**src/rtl/uart_pkg.sv**
```systemverilog
// Shared UART definitions: state encoding, frame width and line idle level.
// Used by both the transmit and receive sides.
package uart_pkg;

    typedef enum logic [2:0] {
        IDLE,
        START,
        DATA,
        PARITY,
        STOP
    } uart_state_t;

    localparam int   DATA_BITS          = 8;
    localparam int   OVERSAMPLE_DEFAULT = 16;
    localparam logic LINE_IDLE          = 1'b1;

endpackage

```
**src/rtl/uart_tx_core_if.sv**
```systemverilog
// Transmit request/status bundle between the controller (master) and the
// UART transmitter (slave).
interface uart_tx_core_if;
    import uart_pkg::*;

    logic                 start_trig;
    logic [DATA_BITS-1:0] tx_din;
    logic                 tx;
    logic                 tx_busy;
    logic                 tx_done;

    modport master (
        output start_trig, tx_din,
        input  tx, tx_busy, tx_done
    );

    modport slave (
        input  start_trig, tx_din,
        output tx, tx_busy, tx_done
    );
endinterface

```
**src/rtl/baud_tick_gen.sv**
```systemverilog
// Oversampling tick generator: one-cycle tick every CLK_FREQ/(BAUD*OVERSAMPLE)
// clocks, with a synchronous clear so a frame can start on an exact phase.
module baud_tick_gen #(
    parameter int CLK_FREQ   = 100_000_000,
    parameter int BAUD       = 9600,
    parameter int OVERSAMPLE = 16
) (
    input  logic clk,
    input  logic rst,
    input  logic clr,
    output logic tick
);
    localparam int TICK_DIV = CLK_FREQ / (BAUD * OVERSAMPLE);
    localparam int CNT_W    = (TICK_DIV > 1) ? $clog2(TICK_DIV) : 1;
    localparam logic [CNT_W-1:0] CNT_LAST = CNT_W'(TICK_DIV - 1);

    logic [CNT_W-1:0] cnt;

    assign tick = (cnt == CNT_LAST);

    always_ff @(posedge clk or posedge rst) begin
        if (rst) begin
            cnt <= '0;
        end else if (clr || tick) begin
            cnt <= '0;
        end else begin
            cnt <= cnt + 1'b1;
        end
    end
endmodule

```
**src/rtl/uart_tx_core.sv**
```systemverilog
// UART transmitter, 8N1, LSB first, idle-high line, registered outputs.
// Define UART_TX_PARITY_EN to insert an even-parity bit before the stop bit.
module uart_tx_core
    import uart_pkg::*;
#(
    parameter int CLK_FREQ   = 100_000_000,
    parameter int BAUD       = 9600,
    parameter int OVERSAMPLE = OVERSAMPLE_DEFAULT
) (
    input  logic           clk,
    input  logic           rst,
    uart_tx_core_if.slave  bus
);
    localparam int OS_W = (OVERSAMPLE > 1) ? $clog2(OVERSAMPLE) : 1;
    localparam logic [OS_W-1:0] OS_LAST  = OS_W'(OVERSAMPLE - 1);
    localparam logic [2:0]      IDX_LAST = 3'(DATA_BITS - 1);

    uart_state_t          state;
    logic [OS_W-1:0]      os_cnt;
    logic [2:0]           bit_idx;
    logic [DATA_BITS-1:0] shreg;
    logic                 tick;
    logic                 tick_clr;
    logic                 bit_done;
    logic [2:0]           idx_next;

    // Restarting the tick phase on acceptance makes the start bit exactly one bit long.
    assign tick_clr = (state == IDLE) && bus.start_trig;
    assign bit_done = tick && (os_cnt == OS_LAST);
    assign idx_next = bit_idx + 3'd1;

    baud_tick_gen #(
        .CLK_FREQ   (CLK_FREQ),
        .BAUD       (BAUD),
        .OVERSAMPLE (OVERSAMPLE)
    ) u_tick (
        .clk  (clk),
        .rst  (rst),
        .clr  (tick_clr),
        .tick (tick)
    );

    always_ff @(posedge clk or posedge rst) begin
        if (rst) begin
            state       <= IDLE;
            os_cnt      <= '0;
            bit_idx     <= '0;
            shreg       <= '0;
            bus.tx      <= LINE_IDLE;
            bus.tx_busy <= 1'b0;
            bus.tx_done <= 1'b0;
        end else begin
            bus.tx_done <= 1'b0;
            if (state != IDLE && tick) begin
                os_cnt <= bit_done ? '0 : os_cnt + 1'b1;
            end

            case (state)
                IDLE: begin
                    bus.tx      <= LINE_IDLE;
                    bus.tx_busy <= 1'b0;
                    if (bus.start_trig) begin
                        shreg       <= bus.tx_din;
                        os_cnt      <= '0;
                        bit_idx     <= '0;
                        bus.tx      <= ~LINE_IDLE;
                        bus.tx_busy <= 1'b1;
                        state       <= START;
                    end
                end
                START: begin
                    if (bit_done) begin
                        bit_idx <= '0;
                        bus.tx  <= shreg[0];
                        state   <= DATA;
                    end
                end
                DATA: begin
                    if (bit_done) begin
                        if (bit_idx == IDX_LAST) begin
`ifdef UART_TX_PARITY_EN
                            bus.tx <= ^shreg;
                            state  <= PARITY;
`else
                            bus.tx <= LINE_IDLE;
                            state  <= STOP;
`endif
                        end else begin
                            bit_idx <= idx_next;
                            bus.tx  <= shreg[idx_next];
                        end
                    end
                end
                PARITY: begin
                    if (bit_done) begin
                        bus.tx <= LINE_IDLE;
                        state  <= STOP;
                    end
                end
                STOP: begin
                    if (bit_done) begin
                        bus.tx      <= LINE_IDLE;
                        bus.tx_busy <= 1'b0;
                        bus.tx_done <= 1'b1;
                        state       <= IDLE;
                    end
                end
                default: begin
                    bus.tx      <= LINE_IDLE;
                    bus.tx_busy <= 1'b0;
                    state       <= IDLE;
                end
            endcase
        end
    end
endmodule
```
**src/flat_wrapper.sv**
```systemverilog
// flat-port wrapper written by rule: the top's interface ports become plain ports
module uart_tx_core_flat import uart_pkg::*;
#(
    parameter int CLK_FREQ   = 100_000_000,
    parameter int BAUD       = 9600,
    parameter int OVERSAMPLE = OVERSAMPLE_DEFAULT
)
  (clk, rst, bus_start_trig, bus_tx_din, bus_tx, bus_tx_busy, bus_tx_done);
  uart_tx_core_if bus_i ();
  input  logic clk;
  input  logic rst;
  input wire logic [$bits(bus_i.start_trig)-1:0] bus_start_trig;
  input wire logic [$bits(bus_i.tx_din)-1:0] bus_tx_din;
  output wire logic [$bits(bus_i.tx)-1:0] bus_tx;
  output wire logic [$bits(bus_i.tx_busy)-1:0] bus_tx_busy;
  output wire logic [$bits(bus_i.tx_done)-1:0] bus_tx_done;
  assign bus_i.start_trig = bus_start_trig;
  assign bus_i.tx_din = bus_tx_din;
  assign bus_tx = bus_i.tx;
  assign bus_tx_busy = bus_i.tx_busy;
  assign bus_tx_done = bus_i.tx_done;
  uart_tx_core #(.CLK_FREQ(CLK_FREQ), .BAUD(BAUD), .OVERSAMPLE(OVERSAMPLE)) u_core (.clk(clk), .rst(rst), .bus(bus_i));
endmodule
```
**config.mk**
```make
export PLATFORM = sky130hd
export DESIGN_NAME = uart_tx_core_flat
export DESIGN_NICKNAME = d
export VERILOG_FILES = /design/src/rtl/uart_pkg.sv /design/src/rtl/uart_tx_core_if.sv /design/src/rtl/baud_tick_gen.sv /design/src/rtl/uart_tx_core.sv /design/src/flat_wrapper.sv
export SDC_FILE = /design/constraint.sdc
export NUM_CORES = 1
export LEC_CHECK = 0
export ABC_AREA = 1
export CORE_MARGIN = 1
export CORE_UTILIZATION = 39
export CTS_CLUSTER_DIAMETER = 150
export DETAILED_ROUTE_END_ITERATION = 6
export MAX_ROUTING_LAYER = met4
export PLACE_DENSITY_LB_ADDON = 0.08
export SETUP_SLACK_MARGIN = 0.5
export SLEW_MARGIN = 20
export SYNTH_ARGS = -nofsm -noshare
export SYNTH_HDL_FRONTEND = slang
export SYNTH_HIERARCHICAL = 1
export SYNTH_SLANG_ARGS = --single-unit
```
**constraint.sdc**
```tcl
create_clock -name clk -period 5 [get_ports clk]
set_clock_uncertainty 0.05 [all_clocks]
set_input_delay 1 -clock clk [delete_from_list [all_inputs] [get_ports clk]]
set_output_delay 1 -clock clk [all_outputs]
set_load 0.02 [all_outputs]
```
Word-level counts from Yosys, hierarchy flattened. Index checks and enable logic that the tools add are counted.

$add $sub $neg: 3. $lt $le $gt $ge: 1. Eq/ne operators: 15. Muxes and demuxes: 29. Bitwise logic cells: 1. Reductions and logical operators: 14.

Operators by type and width (number): 2-to-1 mux 3 bit (9); 2-to-1 mux 4 bit (4); case mux 3 bit (5 select lines) (1); != test 2 x 1 -> 1 bit, second input constant (6); adder 10 x 1 -> 10 bit, second input constant (1); equality test 10 bit, second input constant (1); 2-to-1 mux 1 bit (10); 2-to-1 mux 10 bit (1); case mux 3 bit (3 select lines) (1); equality test 3 x 2 -> 1 bit, second input constant (2); equality test 3 bit, second input constant (2); AND reduction 6 bit (1); nonzero test 3 bit (2); AND reduction 5 bit (1); adder 4 x 1 -> 4 bit, second input constant (1); equality test 4 bit, second input constant (1); < comparator 3 x 4 -> 1 bit, second input constant (1); != test 2 bit, second input constant (2); case mux 1 bit (4 select lines) (1); AND reduction 2 bit (2); adder 3 x 1 -> 3 bit, second input constant (1); binary-select mux 1 bit (select 3 bit) (1); equality test 3 x 1 -> 1 bit, second input constant (1); logical AND 1 bit (3); 7 further kinds (7).

Flip-flop bits (word level): 31. Input bits: 11. Output and inout bits: 3. Logic and storage cells: 71.

Depth between registers and ports, before layout. Gate-level depths: netlist of run 1.

Word-level depth: 6. Depth in mapped cells: 13. Gate-level depth less buffers: 13.

Cells and area by module. The synthesis of run 1 kept the hierarchy.

Modules (own cells, without submodules): uart_tx_core (instances 1, cells each 140, area each 1078.5 um^2, seq. area each 526.8 um^2); baud_tick_gen (instances 1, cells each 75, area each 568.0 um^2, seq. area each 250.2 um^2).

Least setup slack after synthesis of run 1. Ideal clock, no wire load.

Path kind: reg-to-reg. Start: reg u_core.u_tick.cnt[0]. End: reg u_core.state[1]. Library setup time: 117 ps. Arrival time: 1609 ps. Data required time: 4833 ps. Setup slack: 3223 ps. Stages on the path, launching flop included: 13. Buffers on the path: 0. Clock period less this slack: 1777 ps. Cell sequence: dfrtp_1 inv_1 ha_1 nand2_1 nor2_1 nand3_2 inv_1 nand4_1 nand3_1 nand2_2 or2_4 nand2_1 o21ai_2.

Cells in the longest elaborated chain, start to end: 4. Elaborated cells between the ends (all ways): 7. Classes of those cells: 5 x eq/ne; 2 x reduce/logical.

RTL lines: from (decl) (line baud_tick_gen.sv:17) `logic [CNT_W-1:0] cnt;`; from (signal assigned) (line baud_tick_gen.sv:27) `cnt <= cnt + 1'b1;`; equality test 10 bit (*) (line baud_tick_gen.sv:19) `assign tick = (cnt == CNT_LAST);`; via u_core.tick (line uart_tx_core.sv:22) `logic tick;`; logical AND 1 bit (*) (line uart_tx_core.sv:29) `assign bit_done = tick && (os_cnt == OS_LAST);`; != test 2 x 1 -> 1 bit (no line); AND reduction 6 bit (no line) (*); to (signal assigned) (line uart_tx_core.sv:45) `state <= IDLE;`; to (signal assigned) (line uart_tx_core.sv:68) `state <= START;`; to (signal assigned) (line uart_tx_core.sv:75) `state <= DATA;`; to (decl) (line uart_tx_core.sv:18) `uart_state_t state;`.

Mark *: on every way through the listed nets, which the timed path passes. The rest lies on a longest branch. A chain may end at the register's enable or synchronous reset.

Worst setup path in the final report of run 1.
Start: reg u_core.bus.tx. End: out bus_tx.

RTL lines: from (decl) (line uart_tx_core_if.sv:19) `output tx, tx_busy, tx_done`; from (signal assigned) (line uart_tx_core.sv:66) `bus.tx <= ~LINE_IDLE;`; from (signal assigned) (line uart_tx_core.sv:74) `bus.tx <= shreg[0];`; from (signal assigned) (line uart_tx_core.sv:90) `bus.tx <= shreg[idx_next];`; to (decl) (line flat_wrapper.sv:14) `output wire logic [$bits(bus_i.tx)-1:0] bus_tx;`.

No word-level cell between the ends.

==> reports/metrics.cfg, run 1 <==
[worst_hold_path]
whs_path_depth = 2
min-delay-start = u_core/shreg[4]
hp-class = flop to flop
holdPathEnd = u_core/shreg[4]

[clock_tree]
cts_sinks = 31
cts_root_buf = clkbuf_8
cts_tree = yes
cts_setup_buffers = 0
cts_buffers = 5
cts_buffer_depth = 2
insertion_delay_ps = 270
cts_hold_buf = 0
clk_pin_slew_ps = 60
h-tree-depth = 2
cts_resized = 0

[critical_path]
crit_fanout = 2
crit_family = buffers and inverters
max_stage_delay_ps = 590
critPathSlowestCell = clkdlybuf4s50_1
crit_start = u_core/bus.tx
cp.buffers_inverters = 1
startpoint_type = flop
rr_worst_depth = 12
arrival_ps = 1400
r2r-end = u_core/state[1]
required_ps = 3950
crit_type = flop to output port
crit_chain = clkdlybuf4s50_1
ff2ff_setup_slack_ps = 3010
worst_setup_path_end_kind = output port
worstReg2RegStart = u_core/u_tick/cnt[0]

[route]
num_vias = 1297
drcViolationCount = 0
drtPass1Iterations = 4
drt-wirelength-per-cell_um = 10.4
ant_nets = 0
drtIter0Drc = 67
viasPerCell = 4.55
drt-total-wl_um = 2950

[synthesis]
synth.area.top_cells = dfrtp_1, nand2_1, inv_1, nor2_1, ha_1
avgSynthCellArea_um2 = 7.66
synthesis.area_um2 = 1650
yosysWarnings = 6
ys_ff_latch = 31
synth_top_area_share_pct = 45.6
synth_commonest_cells = nand2_1, dfrtp_1, inv_1, nor2_1, nand3_1
ys_seq_area_share_pct = 47.2
synth_nets = 231
post_synth_num_cell_types = 22
synth_ff_type = dfrtp_1
synth_most_common_cell = nand2_1
synth_edf_count = 0
yosys.area.top_type = dfrtp_1
async_flop_share_pct = 100
syn-instance-count = 215

[timing]
rsz0062_at_grt = false
clock.fmax_mhz = 408
relSlewSlack_pct = 46.3
fin_ws_ps = 2550
maxSlewViolCount = 0
hold_ws_ps = 421
finalSetupViolCount = 0
tns_ps = 0
tightest_slew_ps = 804
finalCriticalPeriod_ps = 2450
fin_crit_sh_pct = 49.0
hold_viol = 0

[pwr]
powerDensity_nw_per_um2 = 479
p_leak_nw = 0.982
vdd_ir_drop_max_mv = 0.212

[place]
gp_congestion = 0.762
numPortBuffers = 13
dp_worst_setup_slack_ps = 2600
dpl_cell_area_um2 = 1830
dpl.cell_count = 277
hpwlAfterDp_um = 2310

[floorplan]
coreArea_um2 = 4030
initial_core_util_pct = 40.9
die_h_um = 67.0
io_pins = 14
dieWidth_um = 67.0
die_area_um2 = 4490
rows = 23

[global_routing]
use_met1_pct = 23.6
grt_pass1_vias = 1180
met3_usage_pct = 5.14
grt_pass1_wl_um = 5180
grt_max_degree = 22
antenna_found_initial = 0
grt_busiest_layer = met1
grtUsageMet2_pct = 21.2
gr-total-overflow = 0
grt_usage_pct = 16.4

[final_layout]
finalNonFillerCells = 285
finalInstanceArea_um2 = 1910
area_delta_synth_final_pct = 16.0
drive_gt1_share_pct = 10.6
n_antenna_cell = 0
nets = 250
n_fill_cell = 412

[flow_run]
maxCapViolCount = 0

[run_status]
status = finished clean

where the power goes:
part | switching (mW) | internal [mW]
clock | 0.0861 | 0.0975
sequential | 0.0644 | 0.327
combinational | 0.208 | 0.132
total | 0.358 | 0.556
routing by layer:
layer / up-vias / part of all wire, %
met5: - / 0
met3: 2 / 2.8
met2: 25 / 39
met4: 0 / 0.91
met1: 573 / 57
li1: 697 / -
stage by stage:
step                power, mW  util [%]
floorplan               0.654         -
global route             1.00      47.4
detailed placement      0.739      45.4
finish                  0.915      47.4
global placement        0.740      45.4
CTS                     0.926      47.4
flip-flops by register name, indices dropped and copies added, names as in the netlist:
name,count
u_core/bus.tx,1
u_core/bus.tx_done,1
u_core/bus.tx_busy,1
u_core/shreg,8
u_core/bit_idx,3
u_core/state,3
u_core/u_tick/cnt,10
u_core/os_cnt,4
cell usage in the layout (no fill, tap or decap):
master / count
nand2_2: 3
clkdlybuf4s50_1: 13
nand3_2: 3
o21ai_2: 2
nand4_1: 3
or2_4: 1
nand3b_1: 1
a21oi_1: 4
nor2_2: 4
clkbuf_1: 2
o21ai_0: 4
dfstp_2: 1
dfrtp_1: 30
nor3_1: 4
ha_1: 5
nand2_1: 77
xnor2_1: 2
nand3_1: 12
xor2_1: 4
clkbuf_8: 5
nor2_1: 22
inv_2: 4
a21oi_2: 1
clkinv_2: 1
inv_1: 27
kinds of logic (layout without fill, tap and decap cells):
kind of cell / after synthesis / count (layout) / synth area share, %
buffers and inverters: 32 / 52 / 7.75
AND/OR/NAND/NOR: 130 / 130 / 34.0
flip-flops: 31 / 31 / 47.2
XOR/XNOR: 6 / 6 / 3.19
adder cells (fa/ha/maj): 5 / 5 / 3.80
AO/OA/AOI/OAI: 11 / 11 / 4.03
worst max-delay path by stage:
| stage | to | slack, ps | depth (start not counted) |
|---|---|---|---|
| 3_3_place_gp | u_core/u_tick/cnt[7] | 2620 | 6 |
| 2_1_floorplan | u_core/u_tick/cnt[5] | 3220 | 5 |
| 3_5_place_dp | u_core/u_tick/cnt[7] | 2600 | 6 |
| 4_1_cts | bus_tx | 2530 | 1 |
| 6_report | bus_tx | 2550 | 1 |
| 5_1_grt | bus_tx | 2500 | 1 |
layout make-up:
type	count	area (µm²)	share of cell area [%]
Clock buffer	7	76.3	4.00
Clock inverter	1	5.00	0.262
Inverter	31	116	6.09
Multi-Input combinational cell	152	742	38.9
Sequential cell	31	777	40.7
Tap cell	50	62.6	3.28
Timing Repair Buffer	13	130	6.82
Power figures use the tool's default switching activity.
==> run 2: changes to the inputs <==
Clock period 5 ns to 2.26 ns, I/O delays scaled along.
==> run 2 against run 1 <==
Net effect: final cell count increased by 2.8%; routed wire length increased by 7.8%; flip-flop and latch count unchanged; critical path depth increased by 11; first-iteration DRC count increased by 49%; die area unchanged; critical endpoint is now u_core/state[1]; largest cell class unchanged.
==> reports/metrics.cfg, run 2 (synthesized netlist as in run 1, its figures left out) <==
[final_layout]
final_common_cell = nand2_1  ; unchanged
final_cell_mix = nand2_1, dfrtp_1, inv_1  ; unchanged
regArea_um2 = 777  ; unchanged
top_regs = u_core/u_tick/cnt x10, u_core/shreg x8, u_core/os_cnt x4  ; unchanged
largest_reg_flops = 10  ; unchanged
n_antenna_cell = 0  ; unchanged
final_core_util_pct = 50.4  ; was 47.4%
largest_register = u_core/u_tick/cnt  ; unchanged
area_delta_synth_final_pct = 23.4  ; was 16.0%
n_fill_cell = 394  ; was 412
multiInputGateArea_um2 = 767  ; was 742 µm²
nets = 258  ; was 250
drive_gt1_share_pct = 17.3  ; was 10.6%

[critical_path]
startpoint_type = flop  ; unchanged
crit_chain = inv_1, ha_1, nand2_1, nor2_1, nand3_2, inv_2, nand4_1, nand3_2, nand2_2, or2_4, nand2_1, o21ai_2  ; was clkdlybuf4s50_1
crit_fanout = 4  ; was 2
arrival_ps = 1950  ; was 1400 ps
max_stage_delay_ps = 380  ; was 590 ps
crit_type = flop to flop  ; was flop to output port
worst_setup_path_end_kind = flop  ; was output port
critPathSlowestCell = dfrtp_1  ; was clkdlybuf4s50_1
crit_family = simple AND/OR/NAND/NOR gates  ; was buffers and inverters
cp.buffers_inverters = 2  ; was 1
required_ps = 2380  ; was 3950 ps

[route]
top_layer_used = met4  ; unchanged
drtPass1Iterations = 4  ; unchanged
drcViolationCount = 0  ; unchanged
ant_nets = 0  ; unchanged
viasPerCell = 4.62  ; was 4.55
num_vias = 1354  ; was 1297
drtIter0Drc = 100  ; was 67
wl_met1_um = 1620  ; was 1700 µm
drt-total-wl_um = 3180  ; was 2950 µm
met3_length_um = 137  ; was 84 µm
dr_wl_met2_um = 1360  ; was 1150 µm
drt-wirelength-per-cell_um = 10.9  ; was 10.4 µm

[global_routing]
grt_max_degree = 22  ; unchanged
antenna_found_initial = 0  ; unchanged
grt_pass1_vias = 1295  ; was 1180
grt_pass1_wl_um = 5740  ; was 5180 µm
gr-total-overflow = 0  ; unchanged
grt_usage_pct = 17.8  ; was 16.4%

[pwr]
vdd_ir_drop_max_mv = 0.493  ; was 0.212 mV
p_leak_nw = 1.06  ; was 0.982 nW
powerDensity_nw_per_um2 = 1130  ; was 479 nW/µm²

[timing]
maxSlewViolCount = 0  ; unchanged
finalSetupViolCount = 0  ; unchanged
fin_ws_ps = 432  ; was 2550 ps
finalCriticalPeriod_ps = 1830
tns_ps = 0  ; unchanged
rsz0062_at_grt = true  ; was false
tightest_slew_ps = 410  ; was 804 ps
fin_crit_sh_pct = 80.9
relSlewSlack_pct = 72.6  ; was 46.3%
clock.fmax_mhz = 547
hold_viol = 0  ; unchanged

[place]
numPortBuffers = 13  ; unchanged
gp_congestion = 0.770  ; was 0.762
hpwlAfterDp_um = 2260  ; was 2310 µm
dp_worst_setup_slack_ps = 312  ; was 2600 ps

[clock_tree]
insertion_delay_ps = 280  ; was 270 ps
h-tree-depth = 2  ; unchanged
cts_buffer_depth = 2  ; unchanged
cts_root_buf = clkbuf_8  ; unchanged
clk_pin_slew_ps = 70  ; was 60 ps
cts_sinks = 31  ; unchanged
cts_tree = yes  ; unchanged
cts_buffers = 5  ; unchanged
cts_hold_buf = 0  ; unchanged

[floorplan]
coreArea_um2 = 4030  ; unchanged
dieWidth_um = 67.0  ; unchanged
io_pins = 14  ; unchanged
die_area_um2 = 4490  ; unchanged
rows = 23  ; unchanged
die_h_um = 67.0  ; unchanged
initial_core_util_pct = 40.9  ; unchanged

[flow_run]
maxCapViolCount = 0  ; unchanged

[run_status]
status = finished clean  ; unchanged

[worst_hold_path]
hp-class = flop to flop  ; unchanged

-- run 2: cell types whose count changed in the layout (fill, tap and decap cells not counted), sizes merged --
cell           change
clkdlybuf4s50      -2
clkbuf             -1
buf                +8
dlygate4sd2        +1
bufinv             +1
dlymetal6s2s       +1
-- run 2: routing by layer --
metal / GRT usage (%) / up-vias
met1: 24.0 / 602
li1: - / 715
met4: 6.65 / 0
met2: 24.4 / 31
met5: - / -
met3: 5.82 / 6
-- run 2: path summary, 6_finish.rpt --
kind / cells after the start / from / end / slack, ps
setup / recovery: 12 / u_core/u_tick/cnt[0] / u_core/state[1] / 430
hold / removal: 2 / u_core/shreg[6] / u_core/shreg[6] / 420
setup reg to reg: 12 / u_core/u_tick/cnt[0] / u_core/state[1] / 430
hold reg to reg: 2 / u_core/shreg[6] / u_core/shreg[6] / 420
max in group asynchronous: 3 / rst / u_core/bus.tx / 1410
min in group asynchronous: 2 / rst / u_core/u_tick/cnt[1] / 430
-- run 2: worst reg2reg max path, stage by stage (launching register included) --
cell and delay (ps):
dfrtp_1 380, inv_1 60, ha_1 140, nand2_1 50
nor2_1 100, nand3_2 110, inv_2 80, nand4_1 170
nand3_2 140, nand2_2 60, or2_4 250, nand2_1 70
o21ai_2 50
-- run 2: final cells by class --
type                       count  share of cell area, %
sequential                    31                   38.2
multi-input combinational    152                   37.7
timing repair buffer          21                   9.42
inverter                      31                   5.73
clock buffer                   6                   4.06
tap                           50                   3.08
clock inverter                 2                   1.72
-- run 2: power by group --
part / switching [mW] / total [mW] / internal [mW] / leakage [nW]
logic: 0.519 / 0.889 / 0.370 / 0.591
registers: 0.130 / 0.852 / 0.722 / 0.406
clock network: 0.204 / 0.560 / 0.356 / 0.0612
total: 0.852 / 2.30 / 1.45 / 1.06
-- run 2: timing repair --
action	CTS	global route
gates resized for setup	3	8
endpoints found under the setup margin	10	12
setup buffers	3	3
endpoints found under the hold margin	0	0
pin swaps	1	1
-- run 2: through the flow --
stage | power (mW) | area, µm² | instances | hold slack, ps
after global placement | 1.64 | 1840 | 279 | 410
after global routing | 2.52 | 2030 | 293 | 439
after detailed placement | 1.64 | 1840 | 279 | 412
after CTS | 2.25 | 1990 | 290 | 429
after floorplan | 1.45 | 1650 | 215 | 242
final | 2.30 | 2030 | 293 | 423
